File: src/rtl/music_pkg.sv
// music_pkg: shared constants, FSM state type and silence helper for the music player.
package music_pkg;
  localparam int unsigned BEAT_TICKS_DEF = 12_500_000;
  localparam int unsigned SONG_LEN_DEF = 384;
  localparam logic [31:0] REST_CODE = 32'd2500;
  // Tone periods in clk cycles at 50 MHz
  localparam logic [31:0] NOTE_C4 = 32'd191113;
  localparam logic [31:0] NOTE_D4 = 32'd170262;
  localparam logic [31:0] NOTE_E4 = 32'd151686;
  localparam logic [31:0] NOTE_F4 = 32'd143173;
  localparam logic [31:0] NOTE_G4 = 32'd127551;
  localparam logic [31:0] NOTE_A4 = 32'd113636;
  localparam logic [31:0] NOTE_B4 = 32'd101239;
  localparam logic [31:0] NOTE_C5 = 32'd95556;
  typedef enum logic [2:0] {S_IDLE, S_ADDR, S_WAIT, S_PLAY, S_DONE} state_t;
  function automatic logic is_silent(input logic [31:0] note, input logic [31:0] rest);
    return note == rest || note < 32'd2;
  endfunction
endpackage

File: src/rtl/tone_gen.sv
// tone_gen: per-entry square-wave generator; restart latches the note and resets the phase.
module tone_gen
  import music_pkg::*;
#(
  parameter logic [31:0] REST_CODE = music_pkg::REST_CODE
) (
  input  logic        clk,
  input  logic        rst_n,
  input  logic        i_restart,
  input  logic        i_run,
  input  logic [31:0] i_note,
  output logic        o_buzzer
);
  logic [31:0] r_note, r_cnt, w_cnt_nxt;
  logic        w_silent;
  always_comb begin
    w_cnt_nxt = (r_cnt == r_note - 32'd1) ? '0 : r_cnt + 32'd1;
    w_silent = is_silent(r_note, REST_CODE);
  end
  // Buzzer is registered from the next count so it lines up with the counter each cycle
  always_ff @(posedge clk or negedge rst_n)
    if (!rst_n) begin
      r_note <= '0;
      r_cnt <= '0;
      o_buzzer <= 1'b0;
    end else if (i_restart) begin
      r_note <= i_note;
      r_cnt <= '0;
      o_buzzer <= !is_silent(i_note, REST_CODE);
    end else if (i_run) begin
      r_cnt <= w_cnt_nxt;
      o_buzzer <= !w_silent && (w_cnt_nxt < (r_note >> 1));
    end else
      o_buzzer <= 1'b0;
endmodule

File: src/rtl/music_player.sv
// music_player: steps through a song ROM, playing each entry for one beat on the buzzer.
module music_player
  import music_pkg::*;
#(
  parameter int unsigned BEAT_TICKS = BEAT_TICKS_DEF,
  parameter int unsigned SONG_LEN = SONG_LEN_DEF,
  parameter logic [31:0] REST_CODE = music_pkg::REST_CODE
) (
  input  logic        clk,
  input  logic        rst_n,
  input  logic        start,
  input  logic        stop,
  input  logic        loop_en,
  output logic [8:0]  rom_addr,
  input  logic [31:0] rom_note,
  output logic        buzzer,
  output logic        busy,
  output logic        done
);
  state_t      r_state, w_next;
  logic [23:0] r_beat;
  logic [8:0]  w_addr_nxt;
  logic        w_beat_last, w_last_addr, w_restart, w_run;
  always_ff @(posedge clk or negedge rst_n)
    if (!rst_n) r_state <= S_IDLE;
    else r_state <= w_next;
  always_comb begin
    w_beat_last = r_beat == 24'(BEAT_TICKS - 1);
    w_last_addr = rom_addr == 9'(SONG_LEN - 1);
    w_next = r_state == S_IDLE ? ((start && !stop) ? S_ADDR : S_IDLE) :
             stop ? S_IDLE :
             r_state == S_ADDR ? S_WAIT :
             r_state == S_WAIT ? S_PLAY :
             r_state == S_PLAY ? (!w_beat_last ? S_PLAY :
                                  (!w_last_addr || loop_en) ? S_ADDR : S_DONE) :
             S_IDLE;
  end
  always_comb begin
    w_restart = r_state == S_WAIT && w_next == S_PLAY;
    w_run = r_state == S_PLAY && w_next == S_PLAY;
    w_addr_nxt = (r_state == S_IDLE && w_next == S_ADDR) ? '0 :
                 (r_state == S_PLAY && w_next == S_ADDR) ? (w_last_addr ? '0 : rom_addr + 9'd1) :
                 rom_addr;
  end
  always_ff @(posedge clk or negedge rst_n)
    if (!rst_n) begin
      rom_addr <= '0;
      r_beat <= '0;
      busy <= 1'b0;
      done <= 1'b0;
    end else begin
      rom_addr <= w_addr_nxt;
      r_beat <= w_run ? r_beat + 24'd1 : '0;
      busy <= w_next != S_IDLE;
      done <= w_next == S_DONE;
    end
  tone_gen #(.REST_CODE(REST_CODE)) u_tone (
    .clk      (clk),
    .rst_n    (rst_n),
    .i_restart(w_restart),
    .i_run    (w_run),
    .i_note   (rom_note),
    .o_buzzer (buzzer)
  );
endmodule

File: config.mk
export PLATFORM = sky130hd
export DESIGN_NAME = music_player
export DESIGN_NICKNAME = d
export VERILOG_FILES = /design/src/rtl/music_pkg.sv /design/src/rtl/tone_gen.sv /design/src/rtl/music_player.sv
export SDC_FILE = /design/constraint.sdc
export NUM_CORES = 1
export LEC_CHECK = 0
export CORE_UTILIZATION = 45
export DETAILED_ROUTE_END_ITERATION = 6
export PLACE_DENSITY = 0.72
export SYNTH_ARGS = -nofsm -noshare
export SYNTH_HDL_FRONTEND = slang
export SYNTH_SLANG_ARGS = --single-unit
File: constraint.sdc
create_clock -name clk -period 14.75 [get_ports clk]
set_clock_uncertainty 0.1 [all_clocks]
set_input_delay 2.95 -clock clk [delete_from_list [all_inputs] [get_ports clk]]
set_output_delay 2.95 -clock clk [all_outputs]
set_load 0.05 [all_outputs]
==> results.sh, run 1 <==
export IMPL_outcome="finished, final reports clean"
export IMPL_drv_cap=0
export IMPL_detailedPlace_worstSlack_ns=8.93
export IMPL_required_ns=14.96
export IMPL_dr_pass1_iters=5
export IMPL_final_antenna_net_count=0
export IMPL_track_usage=0.220
export IMPL_numCtsBuffers=9
export IMPL_antenna_found_initial=0
export IMPL_postSynthNetCount=980
export IMPL_grt_pass1_vias=5750
export IMPL_start_util=0.461
export IMPL_intPower_uw=556
export IMPL_cts_tree="yes"
export IMPL_wl_per_cell_um=15.4
export IMPL_rsz0062_at_grt="false"
export IMPL_layout_commonest_cell="nand2_1"
export IMPL_crit_arrival_ns=5.68
export IMPL_fp_dieArea_um2=16700
export IMPL_rows=46
export IMPL_fin_crit_sh=0.371
export IMPL_synth_main_ff_cell="dfrtp_1"
export IMPL_drc=0
export IMPL_ys_seq_elements=103
export IMPL_p_comb_frac=0.313
export IMPL_cts_hold_buffers=0
export IMPL_syn_area_per_cell_um2=8.03
export IMPL_worst_setup_path_start_kind="input port"
export IMPL_period_minus_slack_ns=5.47
export IMPL_diodes=0
export IMPL_rrSetupSlack_ns=9.41
export IMPL_worst_setup_path_end_kind="register"
export IMPL_grt_pass1_wl_mm=28.6
export IMPL_p_seq_frac=0.431
export IMPL_vias=6325
export IMPL_die_height_um=129
export IMPL_p_per_area_nw_per_um2=111
export IMPL_ir_drop_mv=0.0704
export IMPL_p_sw_uw=343
export IMPL_finalPower_uw=899
export IMPL_routed_wl_mm=17.5
export IMPL_worstSetupEndpoint="u_tone.r_cnt[14]$_DFFE_PN0P_"
export IMPL_crit_type="in2reg"
export IMPL_fmax_mhz=183
export IMPL_ctsResizeCount=0
export IMPL_maxSlewHeadroom=0.322
export IMPL_yosys_warnings=0
export IMPL_min_path_cells=1
export IMPL_fillerInstances=1513
export IMPL_worstRegToRegCells=19
export IMPL_root_buffer="clkbuf_16"
export IMPL_switching_share=0.382
export IMPL_finalSetupTns_ns=0
export IMPL_r2r_end="u_tone.o_buzzer$_DFF_PN0_"
export IMPL_cp_max_fo=33
export IMPL_area_growth_pct=11.2
export IMPL_via_per_inst=5.55
export IMPL_clkPwrFrac=0.256
export IMPL_core_um2=15800
export IMPL_io_pins=49
export IMPL_crit_start="stop"
export IMPL_final_hold_viol_count=0
export IMPL_worst_slack_ns=9.28
export IMPL_place_congestion=0.927
export IMPL_tightestPinTransition_ns=1.01
export IMPL_grt_overflow=0
export IMPL_setup_viol=0
export IMPL_synth_cell_types=58
export IMPL_cts_buffer_depth=2
export IMPL_clk_pin_slew_worst_paths_ns=0.08
export IMPL_synth_cells=908
export IMPL_slew_viol_final=0
export IMPL_drtIter0Drc=533
export IMPL_yosysSeqAreaShare=0.353
export IMPL_portBuffers=48
export IMPL_synthArstFlopShare=1.00
export IMPL_hpwl_mm=12.9
export IMPL_hold_path_class="reg2reg"
export IMPL_die_w_um=129
export IMPL_cts_sinks=103
export IMPL_cts_htree_levels=3
export IMPL_drive_gt1_frac=0.0325
export IMPL_final_cell_mix="nand2_1, dfrtp_1, nor2_1"
export IMPL_syn_area_um2=7290
export IMPL_grt_max_degree=66
export IMPL_synth_edff_count=0
export IMPL_clock_latency_ns=0.37
export IMPL_timing_rr_start="u_tone.r_note[1]$_DFFE_PN0P_"
export IMPL_fin_nets=991
export IMPL_cts_setup_buffers=0
export IMPL_p_leak_nw=3.35
export IMPL_utilization=0.512
[synth_stat cells (13+ instances only)]
master / count / area [um2]
a21o_1: 15 / 113
a21oi_1: 36 / 180
and3_1: 13 / 81.3
clkbuf_1: 33 / 124
dfrtp_1: 103 / 2580
ha_1: 35 / 438
inv_1: 42 / 158
nand2_1: 114 / 428
nand3_1: 32 / 160
nand4_1: 28 / 175
nor2_1: 102 / 383
nor3_1: 47 / 235
nor4_1: 25 / 156
o21ai_0: 73 / 365
xnor2_1: 46 / 403
xor2_1: 49 / 429
[how the worst min path moves through the flow]
stage	from	endpoint	slack [ns]
floorplan	r_beat[0]$_DFF_PN0_	r_beat[0]$_DFF_PN0_	0.35
global placement	r_beat[0]$_DFF_PN0_	r_beat[0]$_DFF_PN0_	0.36
detailed placement	r_beat[0]$_DFF_PN0_	r_beat[0]$_DFF_PN0_	0.39
CTS	r_beat[0]$_DFF_PN0_	r_beat[0]$_DFF_PN0_	0.40
global route	r_beat[0]$_DFF_PN0_	r_beat[0]$_DFF_PN0_	0.43
finish	r_beat[0]$_DFF_PN0_	r_beat[0]$_DFF_PN0_	0.39
[registers in the layout, indices dropped and copies added, names as in the netlist]
signal,flops
u_tone.r_cnt,32
rom_addr,9
r_beat,24
busy,1
u_tone.r_note,32
r_state,3
done,1
u_tone.o_buzzer,1
[layout make-up]
cell class	instances	area (um2)	area share
sequential	103	2580	0.318
timing repair buffer	52	508	0.0626
inverter	42	158	0.0194
clock inverter	5	42.5	0.00525
tap	216	270	0.0333
multi-input combinational	711	4330	0.533
clock buffer	10	229	0.0282
[power by group through the flow]
stage / sequential [mW] / clock, mW / combinational [mW]
2_1_floorplan: 0.365 / 0 / 0.216
3_3_place_gp: 0.389 / 0 / 0.274
3_5_place_dp: 0.387 / 0 / 0.281
4_1_cts: 0.384 / 0.237 / 0.280
5_1_grt: 0.392 / 0.248 / 0.318
6_report: 0.387 / 0.230 / 0.282
[per-layer routing]
| metal | vias up | track usage | share of wire |
|---|---|---|---|
| li1 | 3186 | - | - |
| met5 | - | 0 | 0 |
| met4 | 0 | 0.0879 | 0.027 |
| met2 | 150 | 0.335 | 0.43 |
| met1 | 2955 | 0.306 | 0.49 |
| met3 | 34 | 0.0458 | 0.053 |
[critical path, cell delays in order]
cell	delay [ns]
clkdlybuf4s50_1	0.47
nor2_1	0.27
nand2_1	0.17
nor2_1	0.61
nand2_1	0.32
buf_4	0.34
o311ai_0	0.36
o21a_1	0.17
[per-stage QoR]
stage | area, um2 | hold WS, ns | std cells
4_1_cts | 8110 | 0.395 | 1139
3_3_place_gp | 7840 | 0.361 | 1124
6_report | 8110 | 0.389 | 1139
5_1_grt | 8110 | 0.431 | 1139
3_5_place_dp | 7840 | 0.386 | 1124
2_1_floorplan | 7290 | 0.348 | 908
[logic make-up (layout without fill, tap and decap cells)]
group / after synthesis / in the layout / share of synthesized area
AO/OA/AOI/OAI: 167 / 167 / 0.139
buffers and inverters: 94 / 109 / 0.0544
flip-flops: 103 / 103 / 0.353
XOR/XNOR: 95 / 95 / 0.114
adder cells (fa/ha/maj): 35 / 35 / 0.0601
AND/OR/NAND/NOR: 406 / 406 / 0.267
multiplexers: 8 / 8 / 0.0118
No activity file was read; power rests on OpenSTA's default activity.
==> run 2, diff against run 1 <==
Settings changed: PLACE_DENSITY 0.72 to 0.74.
Clock period 14.75 ns to 4.85 ns, I/O delays scaled along.
==> results.sh, run 2 (synthesis results as in run 1) <==
export IMPL_wl_per_cell_um=15.9
export IMPL_maxSlewHeadroom=0.124
export IMPL_p_leak_nw=3.52
export IMPL_drc=0
export IMPL_diodes=0
export IMPL_crit_cells=17
export IMPL_finalSetupTns_ns=0
export IMPL_setup_viol=0
export IMPL_fin_nets=1016
export IMPL_clk_pin_slew_worst_paths_ns=0.07
export IMPL_layout_commonest_cell="nand2_1"
export IMPL_cp_max_fo=11
export IMPL_hold_path_class="reg2reg"
export IMPL_drv_cap=0
export IMPL_slowest_stage="or4_4"
export IMPL_grt_overflow=0
export IMPL_dr_pass1_iters=5
export IMPL_die_height_um=129
export IMPL_tightestPinTransition_ns=1.30
export IMPL_cts_tree="yes"
export IMPL_rows=46
export IMPL_cts_sinks=103
export IMPL_crit_type="reg2reg"
export IMPL_fmax_mhz=213
export IMPL_rrSetupSlack_ns=0.15
export IMPL_worst_setup_path_start_kind="register"
export IMPL_slew_viol_final=0
export IMPL_start_util=0.461
export IMPL_drtIter0Drc=559
export IMPL_routed_wl_mm=18.5
export IMPL_crit_start="u_tone.r_note[6]$_DFFE_PN0P_"
export IMPL_final_hold_viol_count=0
export IMPL_cts_buffer_depth=2
export IMPL_hpwl_mm=13.6
export IMPL_worst_slack_ns=0.145
export IMPL_required_ns=5.04
export IMPL_critPathTopFamily="simple AND/OR/NAND/NOR gates"
export IMPL_period_minus_slack_ns=4.70
export IMPL_grt_pass1_vias=6077
export IMPL_fillerInstances=1464
export IMPL_timing_rr_start="u_tone.r_note[6]$_DFFE_PN0P_"
export IMPL_grt_pass1_wl_mm=29.9
export IMPL_vias=6567
export IMPL_core_um2=15800
export IMPL_critPathBufInv=2
export IMPL_cts_hold_buffers=0
export IMPL_detailedPlace_worstSlack_ns=0.0298
export IMPL_io_pins=49
export IMPL_ir_drop_mv=0.257
export IMPL_p_per_area_nw_per_um2=341
export IMPL_numCtsBuffers=9
export IMPL_track_usage=0.230
export IMPL_path_cells="or4_4, or4_4, xnor2_1, or4_1, nor4_2, and4_4, buf_4, clkbuf_16, nor2_1, ha_1, a21oi_1, nor2_1, nor2_1, nand2_1, a2111oi_2, a21oi_1, a21oi_1"
export IMPL_worst_setup_path_end_kind="register"
export IMPL_place_congestion=0.944
export IMPL_top_regs="u_tone.r_cnt x32, u_tone.r_note x32, r_beat x24"
export IMPL_crit_path_max_incr_delay_ns=0.58
export IMPL_crit_arrival_ns=4.90
export IMPL_root_buffer="clkbuf_16"
export IMPL_worstSetupEndpoint="u_tone.o_buzzer$_DFF_PN0_"
export IMPL_final_cell_mix="nand2_1, dfrtp_1, nor2_1"
export IMPL_via_per_inst=5.64
export IMPL_grt_max_degree=71
export IMPL_final_antenna_net_count=0
export IMPL_worstRegToRegCells=17
export IMPL_antenna_found_initial=0
export IMPL_fp_dieArea_um2=16700
export IMPL_portBuffers=48
export IMPL_area_growth_pct=16.0
export IMPL_fin_crit_sh=0.970
export IMPL_r2r_end="u_tone.o_buzzer$_DFF_PN0_"
export IMPL_drive_gt1_frac=0.0770
export IMPL_die_w_um=129
export IMPL_outcome="finished, final reports clean"
export IMPL_cts_htree_levels=3
export IMPL_clock_latency_ns=0.36
run 2: cell type report:
class                           count  area (um2)  area share
Clock buffer                       10         239      0.0282
Clock inverter                      5        63.8     0.00754
Inverter                           42         158      0.0186
Multi-Input combinational cell    711        4410       0.521
Sequential cell                   103        2580       0.305
Tap cell                          216         270      0.0319
Timing Repair Buffer               77         741      0.0875
run 2: stage by stage:
stage / area, um2 / hold WS, ns / std cells / power, mW / utilization
3_3_place_gp: 7980 / 0.382 / 1141 / 2.05 / 0.504
2_1_floorplan: 7290 / 0.348 / 908 / 1.77 / -
4_1_cts: 8280 / 0.399 / 1156 / 2.84 / 0.523
5_1_grt: 8460 / 0.416 / 1164 / 3.06 / 0.535
6_report: 8460 / 0.394 / 1164 / 2.89 / 0.535
3_5_place_dp: 7980 / 0.390 / 1141 / 2.07 / 0.504
run 2: power by group:
part	total [mW]	internal [mW]	switching, mW
clock network	0.758	0.416	0.342
logic	0.972	0.416	0.556
registers	1.16	0.976	0.182
total	2.89	1.81	1.08
run 2: worst min-delay path by stage:
stage	startpoint	cells past startpoint	slack [ns]	end
floorplan	r_beat[0]$_DFF_PN0_	1	0.35	r_beat[0]$_DFF_PN0_
global placement	r_beat[0]$_DFF_PN0_	1	0.38	r_beat[0]$_DFF_PN0_
detailed placement	r_beat[0]$_DFF_PN0_	1	0.39	r_beat[0]$_DFF_PN0_
CTS	r_beat[0]$_DFF_PN0_	1	0.40	r_beat[0]$_DFF_PN0_
global route	r_beat[0]$_DFF_PN0_	1	0.42	r_beat[0]$_DFF_PN0_
finish	r_beat[0]$_DFF_PN0_	1	0.39	r_beat[0]$_DFF_PN0_
run 2: routing by layer:
metal	global-route usage	routed length [um]	part of all wire
met1	0.315	8760	0.47
met2	0.361	7980	0.43
met3	0.0409	1150	0.062
met4	0.0927	567	0.031
met5	0	0	0
run 2: repair_timing:
| action | 4_1_cts | 5_1_grt |
|---|---|---|
| buffers inserted | 0 | 7 |
| resized for setup | 0 | 29 |
| hold endpoints to repair | 0 | 0 |
| endpoints found under the setup margin | 0 | 1 |
